`src/rtl/pc_pkg.sv`:
```
// Shared op encoding and request priority for the PC / return-stack block.
// Optional relative-jump port is enabled by defining PC_REL_EN.
package pc_pkg;

  typedef enum logic [2:0] {
    OP_RES,
    OP_LOAD,
    OP_REL,
    OP_CALL,
    OP_RET,
    OP_INC,
    OP_HOLD
  } pc_op_t;

  // Exactly one op wins per edge; losers are dropped.
  function automatic pc_op_t pc_next_op(
    input logic res,
    input logic load,
    input logic rel,
    input logic call,
    input logic ret,
    input logic inc
  );
    pc_op_t op;
    op = OP_HOLD;
    if (res)       op = OP_RES;
    else if (load) op = OP_LOAD;
    else if (rel)  op = OP_REL;
    else if (call) op = OP_CALL;
    else if (ret)  op = OP_RET;
    else if (inc)  op = OP_INC;
    return op;
  endfunction

endpackage

```
`src/rtl/ret_stack.sv`:
```
// LIFO of return addresses; reset clears only the occupancy count.
// Caller guarantees push and pop are never asserted together.
module ret_stack #(
  parameter int AW    = 5,
  parameter int DEPTH = 4
) (
  input  logic                     clk,
  input  logic                     res,
  input  logic                     push,
  input  logic                     pop,
  input  logic [AW-1:0]            wdata,
  output logic [AW-1:0]            top,
  output logic [$clog2(DEPTH):0]   depth,
  output logic                     full,
  output logic                     empty
);

  localparam int PW = $clog2(DEPTH);
  localparam int DW = PW + 1;

  logic [AW-1:0] mem [DEPTH];
  logic [PW-1:0] widx;
  logic [PW-1:0] tidx;

  assign widx  = depth[PW-1:0];
  assign tidx  = depth[PW-1:0] - PW'(1);
  assign top   = mem[tidx];
  assign full  = (depth == DW'(DEPTH));
  assign empty = (depth == '0);

  always_ff @(posedge clk) begin
    if (res) begin
      depth <= '0;
    end else if (push && !full) begin
      depth <= depth + DW'(1);
    end else if (pop && !empty) begin
      depth <= depth - DW'(1);
    end
  end

  always_ff @(posedge clk) begin
    if (!res && push && !full) begin
      mem[widx] <= wdata;
    end
  end

endmodule

```
`src/rtl/pc_call_stack.sv`:
```
// Program counter with load/inc/call/ret and a return-address stack.
// Define PC_REL_EN to add the rel port (out <= out + signed in).
module pc_call_stack
  import pc_pkg::*;
#(
  parameter int          AW       = 5,
  parameter int          DEPTH    = 4,
  parameter logic [AW-1:0] RESET_PC = '0
) (
  input  logic                   clk,
  input  logic                   res,
  input  logic                   load,
  input  logic                   inc,
  input  logic                   call,
  input  logic                   ret,
`ifdef PC_REL_EN
  input  logic                   rel,
`endif
  input  logic [AW-1:0]          in,
  output logic [AW-1:0]          out,
  output logic [$clog2(DEPTH):0] depth,
  output logic                   full,
  output logic                   empty,
  output logic                   err
);

  logic          rel_req;
  pc_op_t        op;
  logic          do_push;
  logic          do_pop;
  logic          fault;
  logic [AW-1:0] pc_inc;
  logic [AW-1:0] stk_top;
  logic [AW-1:0] pc_nxt;

`ifdef PC_REL_EN
  assign rel_req = rel;
`else
  assign rel_req = 1'b0;
`endif

  assign op      = pc_next_op(res, load, rel_req, call, ret, inc);
  assign pc_inc  = out + AW'(1);
  assign do_push = (op == OP_CALL) && !full;
  assign do_pop  = (op == OP_RET) && !empty;
  assign fault   = ((op == OP_CALL) && full) ||
                   ((op == OP_RET) && empty);

  ret_stack #(
    .AW    (AW),
    .DEPTH (DEPTH)
  ) u_stk (
    .clk   (clk),
    .res   (res),
    .push  (do_push),
    .pop   (do_pop),
    .wdata (pc_inc),
    .top   (stk_top),
    .depth (depth),
    .full  (full),
    .empty (empty)
  );

  // Faulted call/ret fall through to hold.
  always_comb begin
    pc_nxt = out;
    unique case (op)
      OP_RES:  pc_nxt = RESET_PC;
      OP_LOAD: pc_nxt = in;
      OP_REL:  pc_nxt = out + in;
      OP_CALL: if (do_push) pc_nxt = in;
      OP_RET:  if (do_pop) pc_nxt = stk_top;
      OP_INC:  pc_nxt = pc_inc;
      OP_HOLD: pc_nxt = out;
      default: pc_nxt = out;
    endcase
  end

  always_ff @(posedge clk) begin
    if (res) begin
      out <= RESET_PC;
    end else begin
      out <= pc_nxt;
    end
  end

  always_ff @(posedge clk) begin
    if (res) begin
      err <= 1'b0;
    end else if (fault) begin
      err <= 1'b1;
    end
  end

endmodule

```
`config.mk`:
```
export PLATFORM = sky130hd
export DESIGN_NAME = pc_call_stack
export DESIGN_NICKNAME = d
export VERILOG_FILES = /design/src/rtl/pc_pkg.sv /design/src/rtl/ret_stack.sv /design/src/rtl/pc_call_stack.sv
export SDC_FILE = /design/constraint.sdc
export NUM_CORES = 1
export LEC_CHECK = 0
export ABC_AREA = 1
export CORE_MARGIN = 2
export CORE_UTILIZATION = 25
export CTS_CLUSTER_DIAMETER = 50
export DETAILED_ROUTE_END_ITERATION = 10
export GPL_ROUTABILITY_DRIVEN = 0
export PLACE_DENSITY_LB_ADDON = 0.1
export REMOVE_ABC_BUFFERS = 1
export SKIP_LAST_GASP = 1
export SYNTH_ARGS = -nofsm -noshare
export SYNTH_HDL_FRONTEND = slang
export SYNTH_SLANG_ARGS = --single-unit
```
`constraint.sdc`:
```
create_clock -name clk -period 3.7 [get_ports clk]
set_input_delay 0.555 -clock clk [delete_from_list [all_inputs] [get_ports clk]]
set_output_delay 0.555 -clock clk [all_outputs]
set_load 0.01 [all_outputs]
```
After elaboration in Yosys (flattened, before gate mapping)
Memory sizes are Yosys's and may differ from the RTL's.
Cells that the tools add are included.
Widths: inputs -> output; s select.
- flip-flop bits (word level): 9
- memory bits (writable): 20
- input port bits: 11
- output and inout port bits: 11
- word-level logic and storage cells: 46
- memories: 1
- $add $sub $neg: 5
- equal/unequal tests: 8
- multiplexer cells: 12
- reductions and logical operators: 17
- memory list (name ; depth ; width ; read ports ; clocked after Yosys merged registers in ; write ports ; RTL line ; text):
    u_stk.mem ; 4 ; 5 ; 1 ; 0 ; 1 ; ret_stack.sv:21 ; logic [AW-1:0] mem [DEPTH];
- operator list (cell ; count):
    $pmux 5 s6 ; 1
    $mux 3 ; 5
    $mux 5 ; 2
    $eq 3x3->1 const B ; 3
    $logic_and 1x1->1 ; 8
    $eq 3x2->1 const B ; 2
    $logic_not 3->1 ; 2
    $reduce_bool 6->1 ; 1
    $add 5x1->5 const B ; 1
    $add 5x5->5 ; 1
    $mux 2 ; 2
    $ne 2x1->1 const B ; 2
    $add 3x1->3 const B ; 1
    $eq 3x1->1 const B ; 1
    $logic_not 1->1 ; 3
    $reduce_and 3->1 ; 1
    $sub 3x1->3 const B ; 1
    $mux 1 ; 2
    $reduce_bool 2->1 ; 1
    $sub 2x1->2 const B ; 1
    $logic_or 1x1->1 ; 1

Logic depth before layout (Yosys ltp)
- depth in word-level cells: 11
- depth in mapped cells: 13
- gate-level depth less buffers: 12

Modules after synthesis
From an unflattened synthesis, not the netlist that was laid out.
- cell total of the unflattened synthesis: 179
- area total of the unflattened synthesis: 1571.5 sq um
- modules (own cells, without submodules) (module ; times used ; cells an instance ; area an instance (sq um) ; sequential area each (sq um)):
    ret_stack ; 1 ; 90 ; 1013.5 ; 660.6
    pc_call_stack ; 1 ; 89 ; 558.0 ; 120.1

Worst setup path before layout
Ideal clock, no wire load.
- kind: register to register
- start: register u_stk.depth[0]
- end: register u_stk.depth[2]
- setup time: 115 ps
- data arrival time: 2029 ps
- required time: 3585 ps
- setup slack: 1556 ps
- cell stages (with the launch flop): 13
- buffers on the path: 1
- clock period less this slack: 2144 ps
- cells stage by stage: dfxtp_1 inv_1 buf_2 ha_1 nand2_1 nand3_1 fa_1 inv_1 nand4_1 nand2_1 inv_1 a21oi_1 nor2_1
- cells in the longest elaborated chain, start to end: 5
- elaborated cells between the ends (all ways): 13
- those cells by class: add/sub (2); eq/ne (1); mux (2); reduce/logical (8)
- RTL lines (element ; RTL line ; text):
    start, declared ; ret_stack.sv:13 ; output logic [$clog2(DEPTH):0] depth,
    start signal, assigned ; ret_stack.sv:35 ; depth <= depth + DW'(1);
    start signal, assigned ; ret_stack.sv:37 ; depth <= depth - DW'(1);
    branches (longest 5 deep; another with $sub 3x1->3) ; -- ;
Parallel ways; which one is timed is not known. The select of a mux whose other input is x is not followed.
A chain may end at the register's enable or synchronous reset.

Final worst setup path
- start: register u_stk.depth[0]
- end: output empty
- cells in the longest elaborated chain, start to end: 1
- RTL lines (element ; RTL line ; text):
    $logic_not 3->1 ; ret_stack.sv:29 ; assign empty = (depth == '0);
    end, declared ; pc_call_stack.sv:23 ; output logic empty,
No other way between the ends.

==> results_dict.tcl <==
set metrics [dict create \
    antenna_found_initial 0 \
    via_count 1181 \
    min_path_type "register to register" \
    clk_latency_ns 0.28 \
    grt_start_max_net_pins 17 \
    crit_path_start_kind "register" \
    dp_hpwl_mm 2.59 \
    ys_seq_area_share_pct 50.4 \
    die_y_um 82.7 \
    grt_pass1_wl_mm 5.82 \
    die-area_um2 6840 \
    max-vdd-ir-drop_mv 0.182 \
    combPwrFrac_pct 16.7 \
    pre_cts_ws_ns 1.02 \
    worst_pin_slew_ns 0.705 \
    required_ns 3.14 \
    fill_cells 655 \
    drc 0 \
    synth_area_leader_cell "edfxtp_1" \
    setup_tns_ns 0 \
    synth-seq-cells 29 \
    post_cts_buffers 0 \
    die_w_um 82.7 \
    whs_ns 0.477 \
    cts.path.max_buffers 2 \
    async_flop_share_pct 0 \
    rows 28 \
    crit_type "register to output pin" \
    cts.sinks 29 \
    final_net_count 231 \
    vias_per_cell 4.07 \
    worstPathMaxFanout 16 \
    wl_per_cell_um 12.0 \
    path_clk_slew_ns 0.06 \
    outcome "finished clean" \
    grt_remaining_overflow 0 \
    grt_pass1_vias 1148 \
    p_leak_nw 0.852 \
    synth.distinct_cells 21 \
    power.internal_mw 0.544 \
    worstSetupEndpointType "output pin" \
    dr.pass1.iters 4 \
    diodes 0 \
    yosys_warnings 0 \
    final-hold-violation-count 0 \
    drv_slew 0 \
    port_buffers 21 \
    sw_frac_of_total_pct 27.8 \
    finalSetupViolCount 0 \
    cts_tree "done" \
    yosysMostFrequentCell "nand2_1" \
    synthToLayoutAreaGrowth_pct 24.2 \
    syn_area_um2 1550 \
    synth_edf_count 20 \
    numCtsBuffers 5 \
    htreeDepth 2 \
    io_pins 22 \
    timing.fmax_mhz 351 \
    seq_area_um2 781 \
    power.switching_mw 0.210 \
    pwr-share-seq_pct 50.3 \
    synth_cells 188 \
    synth_flop_cell "edfxtp_1" \
    arrival_ns 2.30 \
    drtAntennaViolNets 0 \
    drt-total-wl_mm 3.49 \
    cellPowerDensity_nw_per_um2 392 \
    netlist_top_cells_area "edfxtp_1, nand2_1, dfxtp_1" \
    start_util_pct 26.0 \
    core_um2 5960 \
    drt_iter0_drc 87 \
    clockRootBuffer "clkbuf_8" \
    slew_headroom_pct 52.7 \
    multi_input_area_um2 628 \
    postCtsHoldBufs 0 \
    syn_avg_cell_area_um2 8.24 \
    fin_worst_skew_ns 0.00314 \
    fin_crit_ns 2.85 \
    layout_setup_ws_ns 0.848 \
    synth_top_cell_area_share_pct 38.8 \
    track_usage_pct 11.8 \
    cap_violations 0 \
    pwr-share-clk_pct 33.0 \
    post_cts_resized 0 \
    ys_top_cells_by_count "nand2_1, inv_1, nor2_1, edfxtp_1, nand3_1" \
    rsz0062_at_grt "no" \
    min_period_over_period_pct 77.1 \
    drive_above_1_share_pct 6.98 \
]
## metrics by stage
step	cell area (um^2)	cells	util, %	power (mW)
after detailed placement	1840	282	30.9	0.514
after global routing	1920	290	32.3	0.797
after CTS	1920	290	32.3	0.768
after global placement	1840	282	30.9	0.515
final	1920	290	32.3	0.754
after floorplan	1540	186	-	0.455
## layout by cell type (no fill, tap or decap), types with 2 or more instances in the layout
cell type / n
nand4_1: 5
clkinv_1: 2
inv_1: 33
dfxtp_1: 9
ha_1: 5
nand3_1: 13
clkbuf_8: 5
clkdlybuf4s50_1: 21
edfxtp_1: 20
nand2_1: 56
nand2_2: 2
o21ai_0: 9
nor2_1: 23
nor2_4: 2
## flip-flops by register name, summed over array words and instances (netlist names)
signal       count
u_stk.depth      3
u_stk.mem       20
err              1
out              5
## cell type report
class / count / share of cell area, %
sequential: 29 / 40.6
multi-input combinational: 123 / 32.6
timing repair buffer: 21 / 10.9
inverter: 34 / 6.76
tap: 75 / 4.88
clock buffer: 5 / 3.58
clock inverter: 3 / 0.650
## logic make-up (layout without fill, tap and decap cells)
group,after synthesis,in the layout,synth area share [%]
xor gates and xnor gates,1,1,0.566
AOI/OAI and AO/OA,10,10,3.23
and+or+nand+nor,106,106,31.4
DFF,29,29,50.4
adders and majority gates,6,6,5.33
buffers and inverters,36,63,9.05
## power by group through the flow
stage / Combinational [mW] / Sequential, mW / Clock, mW
after floorplan: 0.0687 / 0.386 / 0
after global placement: 0.128 / 0.387 / 0
after detailed placement: 0.127 / 0.386 / 0
after CTS: 0.129 / 0.379 / 0.260
after global routing: 0.143 / 0.381 / 0.273
final: 0.126 / 0.379 / 0.249
## layer usage
| layer | global-route usage, % | routed length [um] |
|---|---|---|
| met3 | 2.50 | 96 |
| met5 | 0 | 0 |
| met1 | 16.3 | 1820 |
| met2 | 16.9 | 1490 |
| met4 | 6.89 | 84 |
## path summary, 6_finish.rpt
| check | start | endpoint | slack (ns) | depth (start not counted) |
|---|---|---|---|---|
| worst max register to register | u_stk.depth[0] | u_stk.depth[2] | 1.03 | 11 |
| worst min-delay path | err | err | 0.48 | 2 |
| worst min register to register | err | err | 0.48 | 2 |
| worst max-delay path | u_stk.depth[0] | empty | 0.85 | 5 |
## critical path: stages (launching register included)
cell             delay (ns)
dfxtp_1                0.70
inv_1                  0.35
ha_1                   0.31
nand2_1                0.11
inv_1                  0.07
clkdlybuf4s50_1        0.47
Note: power is estimated with default switching activity, not from simulation.
